===== config.mk =====
export PLATFORM = sky130hd
export DESIGN_NAME = pls_tx_byte
export DESIGN_NICKNAME = d
export VERILOG_FILES = /design/src/rtl/pls_tx_byte.sv
export SDC_FILE = /design/constraint.sdc
export NUM_CORES = 1
export LEC_CHECK = 0
export CAP_MARGIN = 25
export CORE_AREA = 2 2 77 79
export CTS_CLUSTER_DIAMETER = 50
export DETAILED_ROUTE_END_ITERATION = 10
export DIE_AREA = 0 0 79 81
export GPL_TIMING_DRIVEN = 0
export PLACE_DENSITY = 0.88
export SLEW_MARGIN = 15
export SYNTH_ARGS = -nofsm -noshare
export SYNTH_HDL_FRONTEND = slang
export SYNTH_SLANG_ARGS = --single-unit

===== constraint.sdc =====
create_clock -name clk_20mhz -period 4.1 [get_ports clk_20mhz]
set_input_delay 1.23 -clock clk_20mhz [delete_from_list [all_inputs] [get_ports clk_20mhz]]
set_output_delay 1.23 -clock clk_20mhz [all_outputs]
set_load 0.03 [all_outputs]

===== src/rtl/pls_tx_byte.sv =====
// 10BASE-T transmit PLS, byte-wide front end.
// Manchester-encodes accepted bytes LSB first, closes every frame with an ETD
// and a stretch of enforced silence, and emits normal link pulses while idle.
// Frames also end on an underrun (no byte offered when one was due) or when
// the jabber byte limit is reached.

module pls_tx_byte #(
    parameter int HALF_BIT_CLKS = 1,
    parameter int NLP_PERIOD    = 320000,
    parameter int NLP_WIDTH     = 2,
    parameter int ETD_HALF_BITS = 12,
    parameter int SILENCE_CLKS  = 48,
    parameter int JABBER_BYTES  = 1536,
    parameter int CNT_W         = 20
) (
    input  logic       clk_20mhz,
    input  logic       rst_i,
    input  logic [7:0] tx_data,
    input  logic       tx_valid,
    input  logic       tx_last,
    output logic       tx_ready,
    input  logic       link_enable,
    output logic       txd_out_p,
    output logic       txd_out_n,
    output logic       txbusy,
    output logic       underrun,
    output logic       jabber
);

    localparam int HC_W = (HALF_BIT_CLKS > 1) ? $clog2(HALF_BIT_CLKS) : 1;
    localparam int BC_W = $clog2(JABBER_BYTES + 1);

    localparam logic [HC_W-1:0]  HC_LAST  = HC_W'(HALF_BIT_CLKS - 1);
    localparam logic [CNT_W-1:0] NLP_LAST = CNT_W'(NLP_PERIOD - 1);
    localparam logic [CNT_W-1:0] NLP_HIGH = CNT_W'(NLP_WIDTH);
    localparam logic [CNT_W-1:0] ETD_LAST = CNT_W'(ETD_HALF_BITS * HALF_BIT_CLKS - 1);
    localparam logic [CNT_W-1:0] SIL_LAST = CNT_W'(SILENCE_CLKS - 1);
    localparam logic [BC_W-1:0]  JAB_MAX  = BC_W'(JABBER_BYTES);

    typedef enum logic [2:0] {
        ST_IDLE    = 3'd0,
        ST_DATA    = 3'd1,
        ST_ETD     = 3'd2,
        ST_SILENCE = 3'd3
    } state_t;

    state_t           state, state_nx;
    logic [CNT_W-1:0] cnt, cnt_nx, cnt_inc;
    logic [HC_W-1:0]  half_clk, half_clk_nx;
    logic [3:0]       half_idx, half_idx_nx, idx_inc;
    logic [7:0]       cur_byte, cur_byte_nx;
    logic             cur_last, cur_last_nx;
    logic [BC_W-1:0]  byte_cnt, byte_cnt_nx;
    logic             p_nx, n_nx, busy_nx, underrun_nx, jabber_nx;
    logic             byte_end, accept, next_bit;

    assign cnt_inc  = cnt + 1'b1;
    assign idx_inc  = half_idx + 4'd1;
    assign next_bit = cur_byte[idx_inc[3:1]];
    assign byte_end = (half_idx == 4'd15) && (half_clk == HC_LAST);
    assign accept   = tx_valid && tx_ready;

    // Ready depends only on state and counters; in IDLE the p line is high
    // only during a link pulse, so it doubles as the pulse-in-progress flag.
    always_comb begin
        tx_ready = 1'b0;
        case (state)
            ST_IDLE: tx_ready = !txd_out_p;
            ST_DATA: tx_ready = byte_end && !cur_last && (byte_cnt < JAB_MAX);
            default: tx_ready = 1'b0;
        endcase
    end

    // Next state, next counters and the next value of every registered output.
    always_comb begin
        state_nx    = state;
        cnt_nx      = cnt;
        half_clk_nx = half_clk;
        half_idx_nx = half_idx;
        cur_byte_nx = cur_byte;
        cur_last_nx = cur_last;
        byte_cnt_nx = byte_cnt;
        p_nx        = 1'b0;
        n_nx        = 1'b0;
        underrun_nx = 1'b0;
        jabber_nx   = jabber;
        case (state)
            ST_IDLE: begin
                if (accept) begin
                    state_nx    = ST_DATA;
                    cnt_nx      = '0;
                    half_clk_nx = '0;
                    half_idx_nx = '0;
                    cur_byte_nx = tx_data;
                    cur_last_nx = tx_last;
                    byte_cnt_nx = BC_W'(1);
                    jabber_nx   = 1'b0;
                    p_nx        = !tx_data[0];
                    n_nx        = tx_data[0];
                end else if (!link_enable) begin
                    cnt_nx = '0;
                end else if (cnt == NLP_LAST) begin
                    cnt_nx = '0;
                    p_nx   = 1'b1;
                end else begin
                    cnt_nx = cnt_inc;
                    p_nx   = txd_out_p && (cnt_inc < NLP_HIGH);
                end
            end
            ST_DATA: begin
                if (half_clk != HC_LAST) begin
                    half_clk_nx = half_clk + 1'b1;
                    p_nx        = txd_out_p;
                    n_nx        = txd_out_n;
                end else if (!byte_end) begin
                    half_clk_nx = '0;
                    half_idx_nx = idx_inc;
                    p_nx        = idx_inc[0] ? next_bit : !next_bit;
                    n_nx        = idx_inc[0] ? !next_bit : next_bit;
                end else if (accept) begin
                    half_clk_nx = '0;
                    half_idx_nx = '0;
                    cur_byte_nx = tx_data;
                    cur_last_nx = tx_last;
                    byte_cnt_nx = byte_cnt + 1'b1;
                    p_nx        = !tx_data[0];
                    n_nx        = tx_data[0];
                end else begin
                    state_nx = ST_ETD;
                    cnt_nx   = '0;
                    p_nx     = 1'b1;
                    if (!cur_last) begin
                        if (byte_cnt >= JAB_MAX) begin
                            jabber_nx = 1'b1;
                        end else begin
                            underrun_nx = 1'b1;
                        end
                    end
                end
            end
            ST_ETD: begin
                if (cnt == ETD_LAST) begin
                    state_nx = ST_SILENCE;
                    cnt_nx   = '0;
                end else begin
                    cnt_nx = cnt_inc;
                    p_nx   = 1'b1;
                end
            end
            ST_SILENCE: begin
                if (cnt == SIL_LAST) begin
                    state_nx = ST_IDLE;
                    cnt_nx   = '0;
                end else begin
                    cnt_nx = cnt_inc;
                end
            end
            default: begin
                state_nx    = ST_IDLE;
                cnt_nx      = '0;
                half_clk_nx = '0;
                half_idx_nx = '0;
            end
        endcase
        busy_nx = (state_nx == ST_DATA) || (state_nx == ST_ETD) || (state_nx == ST_SILENCE);
    end

    // State, counters and registered line outputs; reset drops the line at once.
    always_ff @(posedge clk_20mhz or posedge rst_i) begin
        if (rst_i) begin
            state     <= ST_IDLE;
            cnt       <= '0;
            half_clk  <= '0;
            half_idx  <= '0;
            cur_byte  <= '0;
            cur_last  <= 1'b0;
            byte_cnt  <= '0;
            txd_out_p <= 1'b0;
            txd_out_n <= 1'b0;
            txbusy    <= 1'b0;
            underrun  <= 1'b0;
            jabber    <= 1'b0;
        end else begin
            state     <= state_nx;
            cnt       <= cnt_nx;
            half_clk  <= half_clk_nx;
            half_idx  <= half_idx_nx;
            cur_byte  <= cur_byte_nx;
            cur_last  <= cur_last_nx;
            byte_cnt  <= byte_cnt_nx;
            txd_out_p <= p_nx;
            txd_out_n <= n_nx;
            txbusy    <= busy_nx;
            underrun  <= underrun_nx;
            jabber    <= jabber_nx;
        end
    end

endmodule


==> results of run 1 <==
==> path summary, 6_finish.rpt <==
check / end / from / cells past startpoint / slack (ns)
setup reg to reg: cnt[7] / cnt[0] / 10 / 1.55
max in group asynchronous: byte_cnt[9] / rst_i / 3 / 2.39
hold / removal: cur_byte[1] / cur_byte[1] / 2 / 0.49
min in group asynchronous: cnt[17] / rst_i / 2 / 1.20
hold reg to reg: cur_byte[1] / cur_byte[1] / 2 / 0.49
setup / recovery: tx_ready / state[0] / 6 / 0.23
==> flip-flops by register name, indices dropped and copies added, names as in the netlist <==
signal,count
byte_cnt,11
cnt,20
cur_byte,8
cur_last,1
half_idx,4
jabber,1
state,3
txbusy,1
txd_out_n,1
txd_out_p,1
underrun,1
==> routing by layer <==
metal	global-route usage [%]	up-vias
met5	0	-
met1	33.9	1472
met2	44.4	128
li1	-	1456
met3	3.89	20
met4	10.5	0
==> cell families after synthesis <==
logic type | synth area share [%]
AOI/OAI and AO/OA | 20.6
buffers and inverters | 5.46
adders and majority gates | 1.53
other | 0.114
xor gates and xnor gates | 2.94
and+or+nand+nor | 27.4
DFF | 39.7
muxes | 2.25
==> through the flow <==
step	utilization (%)	cell area (um2)	cells
3_3_place_gp	62.6	3550	483
6_report	65.3	3700	492
3_5_place_dp	62.9	3570	484
2_1_floorplan	-	3280	390
4_1_cts	65.2	3700	492
5_1_grt	65.3	3700	492
==> layout make-up <==
| type | count | area, um2 | share of cell area (%) |
|---|---|---|---|
| Buffer | 28 | 149 | 4.02 |
| Clock buffer | 7 | 96.3 | 2.60 |
| Clock inverter | 1 | 30.0 | 0.811 |
| Inverter | 8 | 30.0 | 0.811 |
| Multi-Input combinational cell | 302 | 1800 | 48.7 |
| Sequential cell | 52 | 1300 | 35.1 |
| Tap cell | 75 | 93.8 | 2.53 |
| Timing Repair Buffer | 19 | 200 | 5.41 |
==> layout by cell type, fill, tap and decap left out, types with 3 or more instances in the layout <==
master	count
a31oi_1	17
o21ai_0	18
nand4_1	10
a22o_1	7
clkbuf_8	7
inv_1	7
buf_2	16
xnor2_1	7
mux2i_1	4
xor2_1	4
nor4_1	8
a21oi_1	22
nand2b_1	3
a21o_1	6
clkbuf_1	8
nor2_1	43
or3_1	5
a22oi_1	3
nand3_1	16
and3_1	5
nor3_1	9
ha_1	4
clkdlybuf4s50_1	18
dfrtp_1	52
o31ai_1	4
nor2b_1	5
nand2_1	64
buf_6	3
==> what timing repair did <==
action | in CTS | in global routing
setup endpoints to repair | 0 | 1
hold buffers | 0 | 0
buffers inserted | 0 | 0
resized for setup | 0 | 1
endpoints found under the hold margin | 0 | 0
==> worst register-to-register path, delay by kind of cell (launching register included) <==
kind,cells,cell delay [ns]
compound gates,2,0.66
fa+ha+maj,1,0.17
flops,1,0.44
buf+inv,4,0.68
simple gates,3,0.52
==> power by group through the flow <==
| stage | clock network, mW | logic (mW) | registers, mW |
|---|---|---|---|
| final | 0.389 | 0.336 | 0.617 |
| after global routing | 0.409 | 0.373 | 0.622 |
| after CTS | 0.391 | 0.332 | 0.615 |
| after detailed placement | 0 | 0.330 | 0.625 |
| after global placement | 0 | 0.316 | 0.621 |
| after floorplan | 0 | 0.227 | 0.623 |
==> flow_summary.yaml, run 1 <==
route:
  routed-wl-met3_um: 426
  via_count: 3076
  firstDrtPassIters: 5
  routed_wire_length_per_instance_um: 16.1
  detailroute.wirelength.met2_um: 3890
  dr.max_layer_used: "met4"
  wl_met1_um: 3420
  route.detailed.drc: 0
  ant_nets: 0
  first_iter_violations: 297
  drt-vias-per-instance: 6.25
  drt-total-wl_um: 7910
place:
  dp_worst_setup_slack_ns: 0.515
  dp.final_hpwl_um: 5590
  place.gp.congestion: 0.924
  numPortBuffers: 18
worst_setup_path:
  critical_path.cell_chain: "clkbuf_1 -> nand3_1 -> nor3_2 -> nand2_1 -> o21ai_0 -> clkdlybuf4s50_1"
  critical_path.startpoint_type: "flip-flop"
  timing.critical_path.arrival_ns: 2.64
  critPathMaxStageDelay_ns: 0.69
  critical_path_peak_fanout: 10
  criticalPathCategory: "reg -> out"
  cp_top_family: "buffers and inverters"
  cp-end-kind: "primary output"
  cp_num_buf_inv: 2
  cp.required_ns: 2.87
  crit_path_top_delay_cell: "clkdlybuf4s50_1"
timing:
  worst-slew-pin-transition_ns: 0.628
  rsz0062_at_grt: "false"
  min_period_ns: 3.87
  period_share_pct: 94.4
  hold_slack_ns: 0.488
  fin_skew_ns: 0.0147
  setup_viol: 0
  totalNegativeSetupSlack_ns: 0
  achievable_clock_frequency_ghz: 0.258
  worst_slack_ns: 0.228
  hold_violations: 0
  finalMaxSlewViolations: 0
  maxSlewHeadroom_pct: 58.1
finish:
  final.fill_count: 469
  final_layout_size_suffix_gt1_share_pct: 10.8
  final_nets: 433
  area.growth.synth_to_final_pct: 13.0
  number_of_antenna_diodes: 0
synth:
  postSynth.topFlopCell: "dfrtp_1"
  synthDistinctLibCells: 57
  mapped_avg_cell_area_um2: 8.41
  synth-edff-count: 0
  netlist.top_cell.by_area: "dfrtp_1"
  synth.yosys.seq_area_share_pct: 39.7
  synth_warnings: 0
  synth_area_mm2: 0.00328
  yosys_register_bits: 52
  post_synth_most_frequent_cells: "nand2_1, dfrtp_1, nor2_1, a21oi_1, o21ai_0"
  yosysMostFrequentCell: "nand2_1"
  syn_nets: 407
  synthArstFlopShare_pct: 100
  post_synth_inst_count: 390
  yosys.area.top_type_share_pct: 39.7
  synth_area_leaders: "dfrtp_1, nand2_1, nor2_1"
power:
  worst_ir_drop_vdd_mv: 0.180
  cell_internal_pwr_mw: 0.919
  pwr-share-comb_pct: 25.0
  p_seq_share_pct: 46.0
  power_mw: 1.34
  pwr-share-clk_pct: 29.0
  netSwitchingFraction_pct: 31.5
  power.density_cell_area_mw_per_mm2: 362
  power.leakage_nw: 1.64
  power.switching_mw: 0.423
cts:
  tritoncts_num_sinks: 52
  clock_insertion_delay_worst_skew_ns: 0.31
  cts_tree: "yes"
  tritoncts.num_buffers: 5
  cts.clk_slew.worst_paths_ns: 0.09
  max-clock-path-buffers: 2
  root_buffer: "clkbuf_8"
  cts_max_level: 2
floorplan:
  floorplan.initialDensity_pct: 57.8
  row_count: 28
  die_w_um: 79
  ioPinCount: 19
  die-area_mm2: 0.00640
  core_footprint_mm2: 0.00568
  die_h_um: 81
global_routing:
  grt_start_max_net_pins: 38
  grt_antenna_before_repair: 0
  global_route.overflow_total: 0
  first_global_vias: 2844
  grt_usage_pct: 26.2
  wire_length_of_the_first_global_routing_pass_um: 13200
run:
  max_cap_viol_count: 0
run_status:
  status: "complete, no violations"
hold_path:
  hold_path.class: "reg -> reg"
Note: power is estimated with default switching activity, not from simulation.
==> inputs of run 2 (changes only) <==
CTS_CLUSTER_SIZE = 16   (was not set)
GPL_TIMING_DRIVEN = not set   (was 0)
TNS_END_PERCENT = 100   (was not set)
==> run 2 against run 1 <==
- maximum frequency grew 1.9%
- sequential share of layout area is 1.7 points higher
- register-to-register slack got worse by 0.33 ns
- clock skew shrank 0.0014 ns
- via count down 3.6%
- critical endpoint unchanged
- largest power group unchanged
==> flow_summary.yaml, run 2 (synthesized netlist as in run 1, its figures left out) <==
cts:
  clock_insertion_delay_worst_skew_ns: 0.31
  cts_max_level: 2
  cts.clk_slew.worst_paths_ns: 0.10
  cts_hold_buffers: 0
  cts_tree: "yes"
  tritoncts_num_sinks: 52
  cts.repair_timing.setup_buffer_count: 0
  tritoncts.num_buffers: 5
  root_buffer: "clkbuf_8"
  cts-resized-gates: 0
  max-clock-path-buffers: 2
worst_setup_path:
  r2r-start: "cnt[0]"
  timing.reg2reg.worst_path_depth: 7
  crit_path_top_delay_cell: "clkdlybuf4s50_1"
  critical_path.cell_chain: "ha_1 -> nand3_1 -> nor3_1 -> nand2_1 -> o21ai_0 -> clkdlybuf4s50_1"
  timing.critical_path.arrival_ns: 2.57
  criticalPathCategory: "reg -> out"
  regToRegSetupSlack_ns: 1.22
  critical_path_peak_fanout: 10
  critical_path.startpoint_type: "flip-flop"
  critPathMaxStageDelay_ns: 0.69
  cp.required_ns: 2.87
  worstReg2RegEnd: "cnt[17]"
  cp-end-kind: "primary output"
timing:
  setup_viol: 0
  maxSlewHeadroom_pct: 63.9
  worst-slew-pin-transition_ns: 0.539
  finalMaxSlewViolations: 0
  achievable_clock_frequency_ghz: 0.263
  totalNegativeSetupSlack_ns: 0
  rsz0062_at_grt: "false"
  min_period_ns: 3.80
  hold_violations: 0
  period_share_pct: 92.7
  fin_skew_ns: 0.0132
run:
  max_cap_viol_count: 0
route:
  drt-total-wl_um: 7470
  via_count: 2964
  routed_wire_length_per_instance_um: 16.0
  drt-vias-per-instance: 6.35
  firstDrtPassIters: 5
  ant_nets: 0
  route.detailed.drc: 0
  first_iter_violations: 248
finish:
  final_nets: 408
  largest_reg_flops: 20
  number_of_antenna_diodes: 0
  largest-register: "cnt"
  layout.core_utilization_pct: 62.2
  layout_commonest_cell: "nand2_1"
  area.growth.synth_to_final_pct: 7.71
  layout_common_cells: "nand2_1, dfrtp_1, nor2_1"
  largest_regs: "cnt (20), byte_cnt (11), cur_byte (8)"
  final_layout_size_suffix_gt1_share_pct: 6.89
global_routing:
  wire_length_of_the_first_global_routing_pass_um: 12800
  gr_util_met2_pct: 43.2
  global_route.overflow_total: 0
  grt_antenna_before_repair: 0
  first_global_vias: 2747
  met1_usage_pct: 32.5
  gr-max-usage-layer: "met2"
  grt_start_max_net_pins: 32
  global_route.usage.met3_pct: 4.11
  grt_usage_pct: 25.1
power:
  pwr-share-comb_pct: 24.2
  worst_ir_drop_vdd_mv: 0.192
  power.leakage_nw: 1.52
  power.switching_mw: 0.412
  pwr-share-clk_pct: 24.9
  p_seq_share_pct: 50.9
  power.density_cell_area_mw_per_mm2: 352
  netSwitchingFraction_pct: 33.2
  cell_internal_pwr_mw: 0.831
floorplan:
  ioPinCount: 19
  row_count: 28
  die_w_um: 79
  die-area_mm2: 0.00640
  core_footprint_mm2: 0.00568
  floorplan.initialDensity_pct: 57.8
  die_h_um: 81
place:
  numPortBuffers: 18
  place.gp.congestion: 0.881
  dp.final_hpwl_um: 5260
hold_path:
  hold_path.class: "reg -> reg"
  hold_path_depth: 2
  worst_hold_path.endpoint: "cur_byte[1]"
  hp-start: "cur_byte[1]"
run_status:
  status: "complete, no violations"
[run 2: how the worst max path moves through the flow]
stage	startpoint	end	cells after the start
after floorplan	state[1]	tx_ready	3
after global placement	half_idx[0]	tx_ready	6
after detailed placement	half_idx[0]	tx_ready	6
after CTS	half_idx[0]	tx_ready	6
after global routing	half_idx[0]	tx_ready	6
final	half_idx[0]	tx_ready	6
[run 2: power by group through the flow]
stage / Sequential (mW) / Clock (mW) / Combinational, mW
floorplan: 0.623 / 0 / 0.227
global placement: 0.636 / 0 / 0.287
detailed placement: 0.641 / 0 / 0.298
CTS: 0.631 / 0.317 / 0.301
global route: 0.643 / 0.336 / 0.335
finish: 0.633 / 0.309 / 0.300
[run 2: critical path, delay by kind of cell, from the launching register on]
| family | cells | cell delay, ns |
|---|---|---|
| AO/OA/AOI/OAI | 1 | 0.09 |
| adder cells (fa/ha/maj) | 1 | 0.29 |
| buffers and inverters | 1 | 0.69 |
| AND/OR/NAND/NOR | 3 | 0.70 |
| flip-flops | 1 | 0.51 |
[run 2: routing by layer]
metal	up-vias	part of all wire, %
li1	1413	-
met1	1414	43
met2	118	48
met3	19	6.5
met4	0	2.0
met5	-	0
[run 2: cell type report]
cell class	count	area, um2
timing repair buffer	22	210
clock buffer	6	82.6
inverter	8	30.0
fill	492	2140
sequential	52	1300
tap	75	93.8
multi-input combinational	302	1800
clock inverter	2	15.0
[run 2: stage by stage]
stage	instance area (um2)	cells	setup WS [ns]	power, mW	hold WS (ns)
4_1_cts	3530	467	0.306	1.25	0.488
3_5_place_dp	3430	459	0.673	0.939	0.466
3_3_place_gp	3430	459	0.754	0.923	0.445
2_1_floorplan	3280	390	1.25	0.850	0.433
6_report	3530	467	0.301	1.24	0.485
5_1_grt	3530	467	0.128	1.31	0.517
==> inputs of run 3 (changes only) <==
CORE_AREA = 2 2 88 90   (was 2 2 77 79)
DIE_AREA = 0 0 90 92   (was 0 0 79 81)
PLACE_DENSITY = 0.72   (was 0.88)
REMOVE_ABC_BUFFERS = 1   (was not set)
clock period = 4.8 ns   (was 4.1 ns; I/O delays follow)
==> run 3 against run 2 <==
- via count down 2.1%
- non-clock buffer count shrank 1
- critical path depth is the same
- cell count up 5.4%
- clock power grew 14%
- wire length fell by 0.15%
- count of clock-buffer cells in the layout is 1 lower
- design area increased by 2.0%
- global-route usage shrank 6.5 points
- first-iteration DRC count fell by 32%
- critical path type unchanged
- critical endpoint unchanged
- largest cell class unchanged
- largest power group unchanged
- highest routed layer unchanged
==> flow_summary.yaml, run 3 (synthesized netlist as in run 1, its figures left out) <==
run_status:
  status: "complete, no violations"
power:
  worst_ir_drop_vdd_mv: 0.123
  power.leakage_nw: 1.54
  power.density_cell_area_mw_per_mm2: 319
place:
  dp_worst_setup_slack_ns: 1.11
  dp.final_hpwl_um: 5220
  numPortBuffers: 18
  place.gp.congestion: 0.873
finish:
  number_of_antenna_diodes: 0
  largest_regs: "cnt (20), byte_cnt (11), cur_byte (8)"
  largest_reg_flops: 20
  final_nets: 407
  layout_common_cells: "nand2_1, dfrtp_1, nor2_1"
  largest-register: "cnt"
  area.growth.synth_to_final_pct: 9.85
  layout.core_utilization_pct: 48.4
  final_layout_size_suffix_gt1_share_pct: 6.41
  layout_commonest_cell: "nand2_1"
worst_setup_path:
  crit_path_top_delay_cell: "clkdlybuf4s50_1"
  cp.required_ns: 3.36
  critPathMaxStageDelay_ns: 0.69
  critical_path.startpoint_type: "flip-flop"
  critical_path.cell_chain: "ha_1 -> nand3_1 -> nor3_1 -> nand2_1 -> o21ai_0 -> clkdlybuf4s50_1"
  r2r-start: "cnt[0]"
  cp-end-kind: "primary output"
  critical_path_peak_fanout: 10
  cp_num_buf_inv: 1
  timing.critical_path.arrival_ns: 2.60
  criticalPathCategory: "reg -> out"
  cp_top_family: "simple AND/OR/NAND/NOR gates"
  start_point_of_the_critical_path: "half_idx[0]"
timing:
  rsz0062_at_grt: "false"
  period_share_pct: 84.1
  achievable_clock_frequency_ghz: 0.248
  maxSlewHeadroom_pct: 62.0
  hold_violations: 0
  worst-slew-pin-transition_ns: 0.570
  min_period_ns: 4.04
  finalMaxSlewViolations: 0
  setup_viol: 0
  totalNegativeSetupSlack_ns: 0
  worst_slack_ns: 0.763
  fin_skew_ns: 0.00664
floorplan:
  row_count: 32
  ioPinCount: 19
  die_h_um: 92
  die_w_um: 90
  floorplan.initialDensity_pct: 44.0
  core_footprint_mm2: 0.00745
  die-area_mm2: 0.00828
cts:
  cts_max_level: 2
  root_buffer: "clkbuf_8"
  cts_hold_buffers: 0
  clock_insertion_delay_worst_skew_ns: 0.30
  cts-resized-gates: 0
  max-clock-path-buffers: 2
  cts_tree: "yes"
  tritoncts_num_sinks: 52
  cts.clk_slew.worst_paths_ns: 0.10
  cts.repair_timing.setup_buffer_count: 0
  tritoncts.num_buffers: 5
route:
  detailroute.wirelength.met2_um: 3580
  route.detailed.drc: 0
  drt-total-wl_um: 7450
  first_iter_violations: 169
  routed-wl-met3_um: 374
  wl_met1_um: 3410
  dr.max_layer_used: "met4"
  ant_nets: 0
  firstDrtPassIters: 5
  via_count: 2902
  routed_wire_length_per_instance_um: 15.2
  drt-vias-per-instance: 5.90
global_routing:
  grt_start_max_net_pins: 37
  grt_antenna_before_repair: 0
  wire_length_of_the_first_global_routing_pass_um: 13000
  global_route.overflow_total: 0
  first_global_vias: 2737
  grt_usage_pct: 18.6
hold_path:
  hp-start: "cur_byte[1]"
  hold_path.class: "reg -> reg"
run:
  max_cap_viol_count: 0
## run 3: routing by layer
layer / up-vias / GRT usage, %
met2: 91 / 31.6
met4: 0 / 4.23
met3: 10 / 3.70
li1: 1403 / -
met1: 1398 / 24.7
met5: - / 0
## run 3: final timing paths
| check | cells after the start | to | slack [ns] |
|---|---|---|---|
| max | 6 | tx_ready | 0.76 |
| min | 2 | cur_byte[1] | 0.48 |
| max reg2reg | 7 | cnt[17] | 1.95 |
| min reg2reg | 2 | cur_byte[1] | 0.48 |
| max in group asynchronous | 3 | cnt[15] | 2.84 |
| min in group asynchronous | 2 | cnt[11] | 1.44 |
## run 3: final cells by class
cell class	instances	area, um2
Fill cell	722	3850
Clock inverter	2	60.1
Clock buffer	5	68.8
Sequential cell	52	1300
Tap cell	102	128
Inverter	8	30.0
Multi-Input combinational cell	302	1800
Timing Repair Buffer	21	215
## run 3: through the flow
stage	area [um2]	hold WS [ns]	power [mW]	cells
2_1_floorplan	3130	0.433	0.714	362
3_3_place_gp	3450	0.448	0.791	484
3_5_place_dp	3470	0.461	0.803	485
4_1_cts	3600	0.483	1.16	492
5_1_grt	3600	0.521	1.21	492
6_report	3600	0.482	1.15	492
## run 3: tightest hold or removal path, cell delays in order, from the launching register on
cell	delay, ns
dfrtp_1	0.36
nand2_1	0.05
nand2_1	0.05
## run 3: report_power, final
group	total [mW]	internal, mW	leakage (nW)	switching (mW)
logic	0.257	0.108	0.776	0.149
registers	0.538	0.486	0.698	0.0526
clock network	0.352	0.205	0.0642	0.147
